File: src/rtl/fwd_hazard_unit_if.sv
// fwd_hazard_unit_if: ID-stage instruction fields in, forwarding/stall decisions out
interface fwd_hazard_unit_if #(
  parameter int AW = 5,
  parameter int SW = 2,
  parameter int CW = 16
);
  logic          id_valid;
  logic [AW-1:0] id_rs;
  logic [AW-1:0] id_rt;
  logic          id_use_rs;
  logic          id_use_rt;
  logic [AW-1:0] id_rd;
  logic          id_reg_write;
  logic          id_is_load;
  logic          flush;
  logic [SW-1:0] fwd_a;
  logic [SW-1:0] fwd_b;
  logic          id_byp_rs;
  logic          id_byp_rt;
  logic          stall;
  logic [CW-1:0] stall_cnt;
  modport master (
    output id_valid, id_rs, id_rt, id_use_rs, id_use_rt, id_rd, id_reg_write, id_is_load, flush,
    input  fwd_a, fwd_b, id_byp_rs, id_byp_rt, stall, stall_cnt
  );
  modport slave (
    input  id_valid, id_rs, id_rt, id_use_rs, id_use_rt, id_rd, id_reg_write, id_is_load, flush,
    output fwd_a, fwd_b, id_byp_rs, id_byp_rt, stall, stall_cnt
  );
endinterface

File: src/rtl/fwd_hazard_unit.sv
// fwd_hazard_unit: in-flight write scoreboard driving EX forwarding, ID bypass and load-use stall
module fwd_hazard_unit #(
  parameter int AW       = 5,
  parameter int DEPTH    = 3,
  parameter int LOAD_LAT = 1,
  parameter int CW       = 16,
  parameter int SW       = $clog2(DEPTH)
) (
  input logic Clk,
  input logic Reset,
  fwd_hazard_unit_if.slave bus
);
  typedef struct packed {
    logic          v;
    logic [AW-1:0] rd;
    logic          rw;
    logic          ld;
  } slot_t;
  slot_t         slot [DEPTH];
  logic [AW-1:0] ex_rs, ex_rt;
  logic [DEPTH-1:0] wr;
  logic          hz_rs, hz_rt, issue;
  always_comb begin
    for (int i = 0; i < DEPTH; i++) wr[i] = slot[i].v & slot[i].rw & (slot[i].rd != '0);
  end
  // Descending scans: the last hit is the youngest matching slot.
  always_comb begin
    bus.fwd_a = '0;
    bus.fwd_b = '0;
    hz_rs = 1'b0;
    hz_rt = 1'b0;
    for (int k = DEPTH - 1; k >= 1; k--) begin
      if (wr[k] && slot[k].rd == ex_rs && ex_rs != '0) bus.fwd_a = SW'(k);
      if (wr[k] && slot[k].rd == ex_rt && ex_rt != '0) bus.fwd_b = SW'(k);
    end
    for (int j = DEPTH - 2; j >= 0; j--) begin
      if (wr[j] && slot[j].rd == bus.id_rs) hz_rs = slot[j].ld && j < LOAD_LAT;
      if (wr[j] && slot[j].rd == bus.id_rt) hz_rt = slot[j].ld && j < LOAD_LAT;
    end
    hz_rs = hz_rs & bus.id_use_rs & (bus.id_rs != '0);
    hz_rt = hz_rt & bus.id_use_rt & (bus.id_rt != '0);
    bus.id_byp_rs = wr[DEPTH-1] && slot[DEPTH-1].rd == bus.id_rs && bus.id_rs != '0;
    bus.id_byp_rt = wr[DEPTH-1] && slot[DEPTH-1].rd == bus.id_rt && bus.id_rt != '0;
  end
  assign bus.stall = bus.id_valid & ~bus.flush & (hz_rs | hz_rt);
  assign issue     = bus.id_valid & ~bus.stall & ~bus.flush;
  always_ff @(posedge Clk) begin
    if (Reset) begin
      for (int i = 0; i < DEPTH; i++) slot[i] <= '0;
      ex_rs <= '0;
      ex_rt <= '0;
      bus.stall_cnt <= '0;
    end else begin
      slot[0] <= issue ? slot_t'({1'b1, bus.id_rd, bus.id_reg_write, bus.id_is_load}) : slot_t'('0);
      for (int i = 1; i < DEPTH; i++) slot[i] <= slot[i-1];
      ex_rs <= (issue && bus.id_use_rs) ? bus.id_rs : '0;
      ex_rt <= (issue && bus.id_use_rt) ? bus.id_rt : '0;
      if (bus.stall && !(&bus.stall_cnt)) bus.stall_cnt <= bus.stall_cnt + CW'(1);
    end
  end
endmodule

File: src/flat_wrapper.sv
// flat-port wrapper written by rule: the top's interface ports become plain ports
module fwd_hazard_unit_flat 
#(
  parameter int AW       = 5,
  parameter int DEPTH    = 3,
  parameter int LOAD_LAT = 1,
  parameter int CW       = 16,
  parameter int SW       = $clog2(DEPTH)
)
  (Clk, Reset, bus_id_valid, bus_id_rs, bus_id_rt, bus_id_use_rs, bus_id_use_rt, bus_id_rd, bus_id_reg_write, bus_id_is_load, bus_flush, bus_fwd_a, bus_fwd_b, bus_id_byp_rs, bus_id_byp_rt, bus_stall, bus_stall_cnt);
  fwd_hazard_unit_if #(.AW(AW), .SW(SW), .CW(CW)) bus_i ();
  input logic Clk;
  input logic Reset;
  input wire logic [$bits(bus_i.id_valid)-1:0] bus_id_valid;
  input wire logic [$bits(bus_i.id_rs)-1:0] bus_id_rs;
  input wire logic [$bits(bus_i.id_rt)-1:0] bus_id_rt;
  input wire logic [$bits(bus_i.id_use_rs)-1:0] bus_id_use_rs;
  input wire logic [$bits(bus_i.id_use_rt)-1:0] bus_id_use_rt;
  input wire logic [$bits(bus_i.id_rd)-1:0] bus_id_rd;
  input wire logic [$bits(bus_i.id_reg_write)-1:0] bus_id_reg_write;
  input wire logic [$bits(bus_i.id_is_load)-1:0] bus_id_is_load;
  input wire logic [$bits(bus_i.flush)-1:0] bus_flush;
  output wire logic [$bits(bus_i.fwd_a)-1:0] bus_fwd_a;
  output wire logic [$bits(bus_i.fwd_b)-1:0] bus_fwd_b;
  output wire logic [$bits(bus_i.id_byp_rs)-1:0] bus_id_byp_rs;
  output wire logic [$bits(bus_i.id_byp_rt)-1:0] bus_id_byp_rt;
  output wire logic [$bits(bus_i.stall)-1:0] bus_stall;
  output wire logic [$bits(bus_i.stall_cnt)-1:0] bus_stall_cnt;
  assign bus_i.id_valid = bus_id_valid;
  assign bus_i.id_rs = bus_id_rs;
  assign bus_i.id_rt = bus_id_rt;
  assign bus_i.id_use_rs = bus_id_use_rs;
  assign bus_i.id_use_rt = bus_id_use_rt;
  assign bus_i.id_rd = bus_id_rd;
  assign bus_i.id_reg_write = bus_id_reg_write;
  assign bus_i.id_is_load = bus_id_is_load;
  assign bus_i.flush = bus_flush;
  assign bus_fwd_a = bus_i.fwd_a;
  assign bus_fwd_b = bus_i.fwd_b;
  assign bus_id_byp_rs = bus_i.id_byp_rs;
  assign bus_id_byp_rt = bus_i.id_byp_rt;
  assign bus_stall = bus_i.stall;
  assign bus_stall_cnt = bus_i.stall_cnt;
  fwd_hazard_unit #(.AW(AW), .DEPTH(DEPTH), .LOAD_LAT(LOAD_LAT), .CW(CW), .SW(SW)) u_core (.Clk(Clk), .Reset(Reset), .bus(bus_i));
endmodule
File: config.mk
export PLATFORM = sky130hd
export DESIGN_NAME = fwd_hazard_unit_flat
export DESIGN_NICKNAME = d
export VERILOG_FILES = /design/src/rtl/fwd_hazard_unit_if.sv /design/src/rtl/fwd_hazard_unit.sv /design/src/flat_wrapper.sv
export SDC_FILE = /design/constraint.sdc
export NUM_CORES = 1
export LEC_CHECK = 0
export BUFFER_PORTS_ARGS = -buffer_cell sky130_fd_sc_hd__buf_2
export CAP_MARGIN = 25
export CORE_MARGIN = 3
export CORE_UTILIZATION = 55
export CTS_CLUSTER_SIZE = 16
export DETAILED_ROUTE_END_ITERATION = 6
export PLACE_DENSITY = 0.81
export SYNTH_ARGS = -nofsm -noshare
export SYNTH_HDL_FRONTEND = slang
export SYNTH_SLANG_ARGS = --single-unit
File: constraint.sdc
create_clock -name Clk -period 2.5 [get_ports Clk]
set_input_delay 0.125 -clock Clk [delete_from_list [all_inputs] [get_ports Clk]]
set_output_delay 0.125 -clock Clk [all_outputs]
set_load 0.02 [all_outputs]
Word level (Yosys, flattened, before mapping)
Memory sizes are Yosys's and may differ from the RTL's.
Cells that the tools add are included.

word-level totals
  register bits = 26
  bits in latches = 0
  memory bits (writable) = 24
  memory bits (read-only) = 0
  logic and storage cells = 76
  memories kept = 1

memory list
  memory       depth  bits a word  read ports  clocked after Yosys merged registers in  write ports  RTL line               source
  u_core.slot  3      8            3           0                                        3            fwd_hazard_unit.sv:19  slot_t slot [DEPTH];

cells by class
  $add $sub $neg = 1
  multiply operators = 0
  div/mod/pow operators = 0
  order comparisons = 0
  equal/unequal tests = 8
  shifts and indexed selects = 0
  muxes and demuxes = 13
  bitwise gates (word level) = 22
  reductions and logical operators = 28

operators with widths
  cell                                                              number
  5-bit == test                                                     8
  5-bit nonzero test                                                7
  8-bit 2-to-1 mux                                                  4
  1-bit logical AND                                                 17
  16-bit by 1-bit adder with 16-bit output (second input constant)  1
  16-bit AND reduction                                              1
  1-bit bitwise AND                                                 14
  2-bit 2-to-1 mux                                                  4
  1-bit 2-to-1 mux                                                  5
  1-bit NOT                                                         4
  1-bit bitwise OR                                                  4
  2-bit OR reduction                                                2
  1-bit logical NOT                                                 1

Depth between registers and ports, before layout
  word-level depth = 14
  gate-level depth with buffers = 8

Worst setup path after synthesis
Ideal clock, no wire load.

  kind = register to output
  start = memory u_core.slot[0][14] (netlist bit)
  end = output bus_fwd_b[1]
  arrival time = 1962 ps
  data required time = 2375 ps
  slack = 413 ps
  cell stages (with the launch flop) = 5
  buffers on the path = 0
  cell sequence = dfxtp_1 > xor2_1 > or4_1 > nor4_1 > nor3_1

RTL lines
  item                RTL line               source
  start: declaration  fwd_hazard_unit.sv:19
  end: declaration    flat_wrapper.sv:24     output wire logic [$bits(bus_i.fwd_b)-1:0] bus_fwd_b;

==> flow_metrics.py <==
metrics = {
    "die": {
        "ios": 46,
        "fp.coreArea_um2": 4090,
        "die_x_um": 71.9,
        "dieArea_um2": 5160,
        "start_util_pct": 58.4,
        "die_h_um": 71.9,
        "core.rowCount": 23,
    },
    "timing": {
        "rsz0062_at_grt": "false",
        "hold_ws_ns": 0.0263,
        "period_share_pct": 86.4,
        "hold_violations": 0,
        "fmax_mhz": 463,
        "clock_skew_ns": 0.00633,
        "maxSlewHeadroom_pct": 61.8,
        "min_period_ns": 2.16,
        "fin_ws_ns": 0.339,
        "setup_viol": 0,
        "worst_pin_slew_ns": 0.568,
        "fin_tns_setup_ns": 0,
        "slew_violations": 0,
    },
    "run": {
        "drv_cap": 0,
    },
    "yosys": {
        "synth-seq-area-share_pct": 40.3,
        "yosys.area.top_type": "dfxtp_1",
        "synthArstFlopShare_pct": 0,
        "synth_enable_flop_cells": 0,
        "synth-seq-cells": 48,
        "synth_cell_types": 36,
        "ys.warnings.count": 0,
        "netlist_area_um2": 2390,
        "synth_top_area_share_pct": 40.3,
        "synth_flop_cell": "dfxtp_1",
        "synth.cells.most_frequent": "48 x dfxtp_1, 23 x xor2_1, 18 x or4_1",
        "syn_area_per_cell_um2": 9.25,
        "syn_inst": 258,
        "synth.most_common_cell": "dfxtp_1",
        "synth_area_leaders": "dfxtp_1 40%, xor2_1 8.4%, xnor2_1 6.2%, or4_1 5.7%, nor2b_1 3.9%",
        "synthesis.nets": 282,
    },
    "placed_design": {
        "port_buffers": 45,
        "gp_congestion": 0.851,
        "dp_hpwl_um": 3810,
        "dp_slack_ns": 0.411,
    },
    "clock_tree": {
        "clock_latency_ns": 0.30,
        "cts_tree": "done",
        "h-tree-depth": 2,
        "post_cts_resized": 0,
        "holdBufCountCts": 0,
        "clkSlewWorstSetupHoldPaths_ns": 0.08,
        "cts.sinks": 48,
        "numCtsBuffers": 5,
        "cts_root_buffer": "clkbuf_8",
        "ctsLongestPathBuffers": 2,
        "post-cts-setup-buffers": 0,
    },
    "global_routing": {
        "grt_usage_pct": 21.0,
        "use_met2_pct": 31.4,
        "grt-busiest-layer": "met2",
        "grtUsageMet3_pct": 3.51,
        "grt_pass1_vias": 1865,
        "antenna_found_initial": 0,
        "grtUsageMet1_pct": 30.2,
        "grt_overflow": 0,
        "grt_first_pass_wirelength_um": 8630,
        "grt_max_degree": 33,
    },
    "routing": {
        "first_iter_violations": 149,
        "drt.antenna.violating_nets": 0,
        "via_count": 2053,
        "viasPerCell": 5.93,
        "drc_errors": 0,
        "wirelength_um": 5190,
        "post_drt_wl_per_cell_um": 15.0,
        "firstDrtPassIters": 4,
    },
    "critical_path": {
        "cp.required_ns": 2.38,
        "crit_type": "reg2out",
        "cp.arrival_ns": 2.04,
        "critPathCaptureType": "primary output",
        "reg2reg_depth": 6,
        "start_kind": "flop",
        "cp_max_fo": 4,
    },
    "power": {
        "p_total_mw": 1.31,
        "p_leak_nw": 1.11,
        "ir_worst_vdd_v": 0.000353,
        "power_density_nw_per_um2": 490,
    },
    "finish": {
        "synthToLayoutAreaGrowth_pct": 11.8,
        "fillers": 347,
        "drive_gt1_share_pct": 20.6,
        "fin_util_pct": 65.3,
        "nets": 320,
        "seq_area_um2": 961,
        "diodes": 0,
        "multi_input_area_um2": 1330,
    },
    "hold_path": {
        "whs_path_depth": 2,
        "hp-class": "in2reg",
    },
    "status": {
        "status": "completed",
    },
}
kinds of logic after synthesis:
kind of cell | share of synthesized area, %
XOR/XNOR | 14.7
buffers and inverters | 4.14
adder cells (fa/ha/maj) | 0.524
AO/OA/AOI/OAI | 12.8
AND/OR/NAND/NOR | 27.5
flip-flops | 40.3
through the flow:
stage,cells,instance area (µm²)
global route,346,2670
finish,346,2670
global placement,339,2590
CTS,346,2670
floorplan,258,2390
detailed placement,339,2590
cell type report:
class,instances,area share (%)
multi-input combinational,193,49.7
sequential,48,36.0
timing repair buffer,46,8.72
clock buffer,6,2.72
tap,50,2.35
inverter,2,0.281
clock inverter,1,0.188
state kept, by name, indices dropped and copies added (netlist names):
| register | cells |
|---|---|
| u_core.ex_rs | 5 |
| u_core.ex_rt | 5 |
| u_core.slot | 22 |
| u_core.bus.stall_cnt | 16 |
placed cells by master (no fill, tap or decap), drive strengths merged:
cell type | netlist | routed
nor2b | 15 | 15
inv | 2 | 2
and3 | 11 | 11
clkinv | 0 | 1
nand3 | 8 | 8
a21oi | 17 | 17
clkbuf | 9 | 6
or3 | 3 | 3
buf | 6 | 46
o22ai | 1 | 1
nor4 | 8 | 8
o21ba | 1 | 1
nor3 | 8 | 8
or3b | 1 | 1
or4 | 19 | 19
o21a | 1 | 1
nor2 | 7 | 7
o211ai | 5 | 5
o31ai | 11 | 11
o22a | 1 | 1
nand4 | 11 | 11
ha | 1 | 1
and2 | 7 | 7
dfxtp | 48 | 48
nand2 | 9 | 9
nand2b | 1 | 1
o21ai | 7 | 7
xor2 | 23 | 23
xnor2 | 17 | 17
power breakdown:
| group | leakage (nW) | internal [mW] | total [mW] | switching (mW) |
|---|---|---|---|---|
| Sequential | 0.388 | 0.773 | 0.785 | 0.0111 |
| Clock | 0.0410 | 0.190 | 0.426 | 0.236 |
| Combinational | 0.677 | 0.0451 | 0.0967 | 0.0516 |
| Total | 1.11 | 1.01 | 1.31 | 0.299 |
worst max-delay path, cell delays in order, from the launching register on:
cell and delay, ns:
dfxtp_1 0.37, or4_1 0.53, o211ai_1 0.27, nor4_1 0.12, nor4_1 0.25, buf_2 0.20
per-layer routing:
metal  routed length (µm)  vias to the layer above
met5                    0                        -
met4                   95                        0
met3                  278                        9
met2                 2360                       67
met1                 2460                      967
li1                     -                     1010
path summary, 6_finish.rpt:
check / start / endpoint / slack [ns]
setup / recovery: u_core.slot[0][10]$_SDFF_PP0_ / bus_fwd_a[1] / 0.34
hold / removal: bus_id_rd[1] / u_core.slot[0][3]$_SDFF_PP0_ / 0.03
setup reg to reg: u_core.bus.stall_cnt[0]$_SDFFE_PP0P_ / u_core.bus.stall_cnt[9]$_SDFFE_PP0P_ / 0.35
hold reg to reg: u_core.slot[0][1]$_SDFF_PP0_ / u_core.slot[0][9]$_SDFF_PP0_ / 0.47
(Power assumes the default switching activity.)
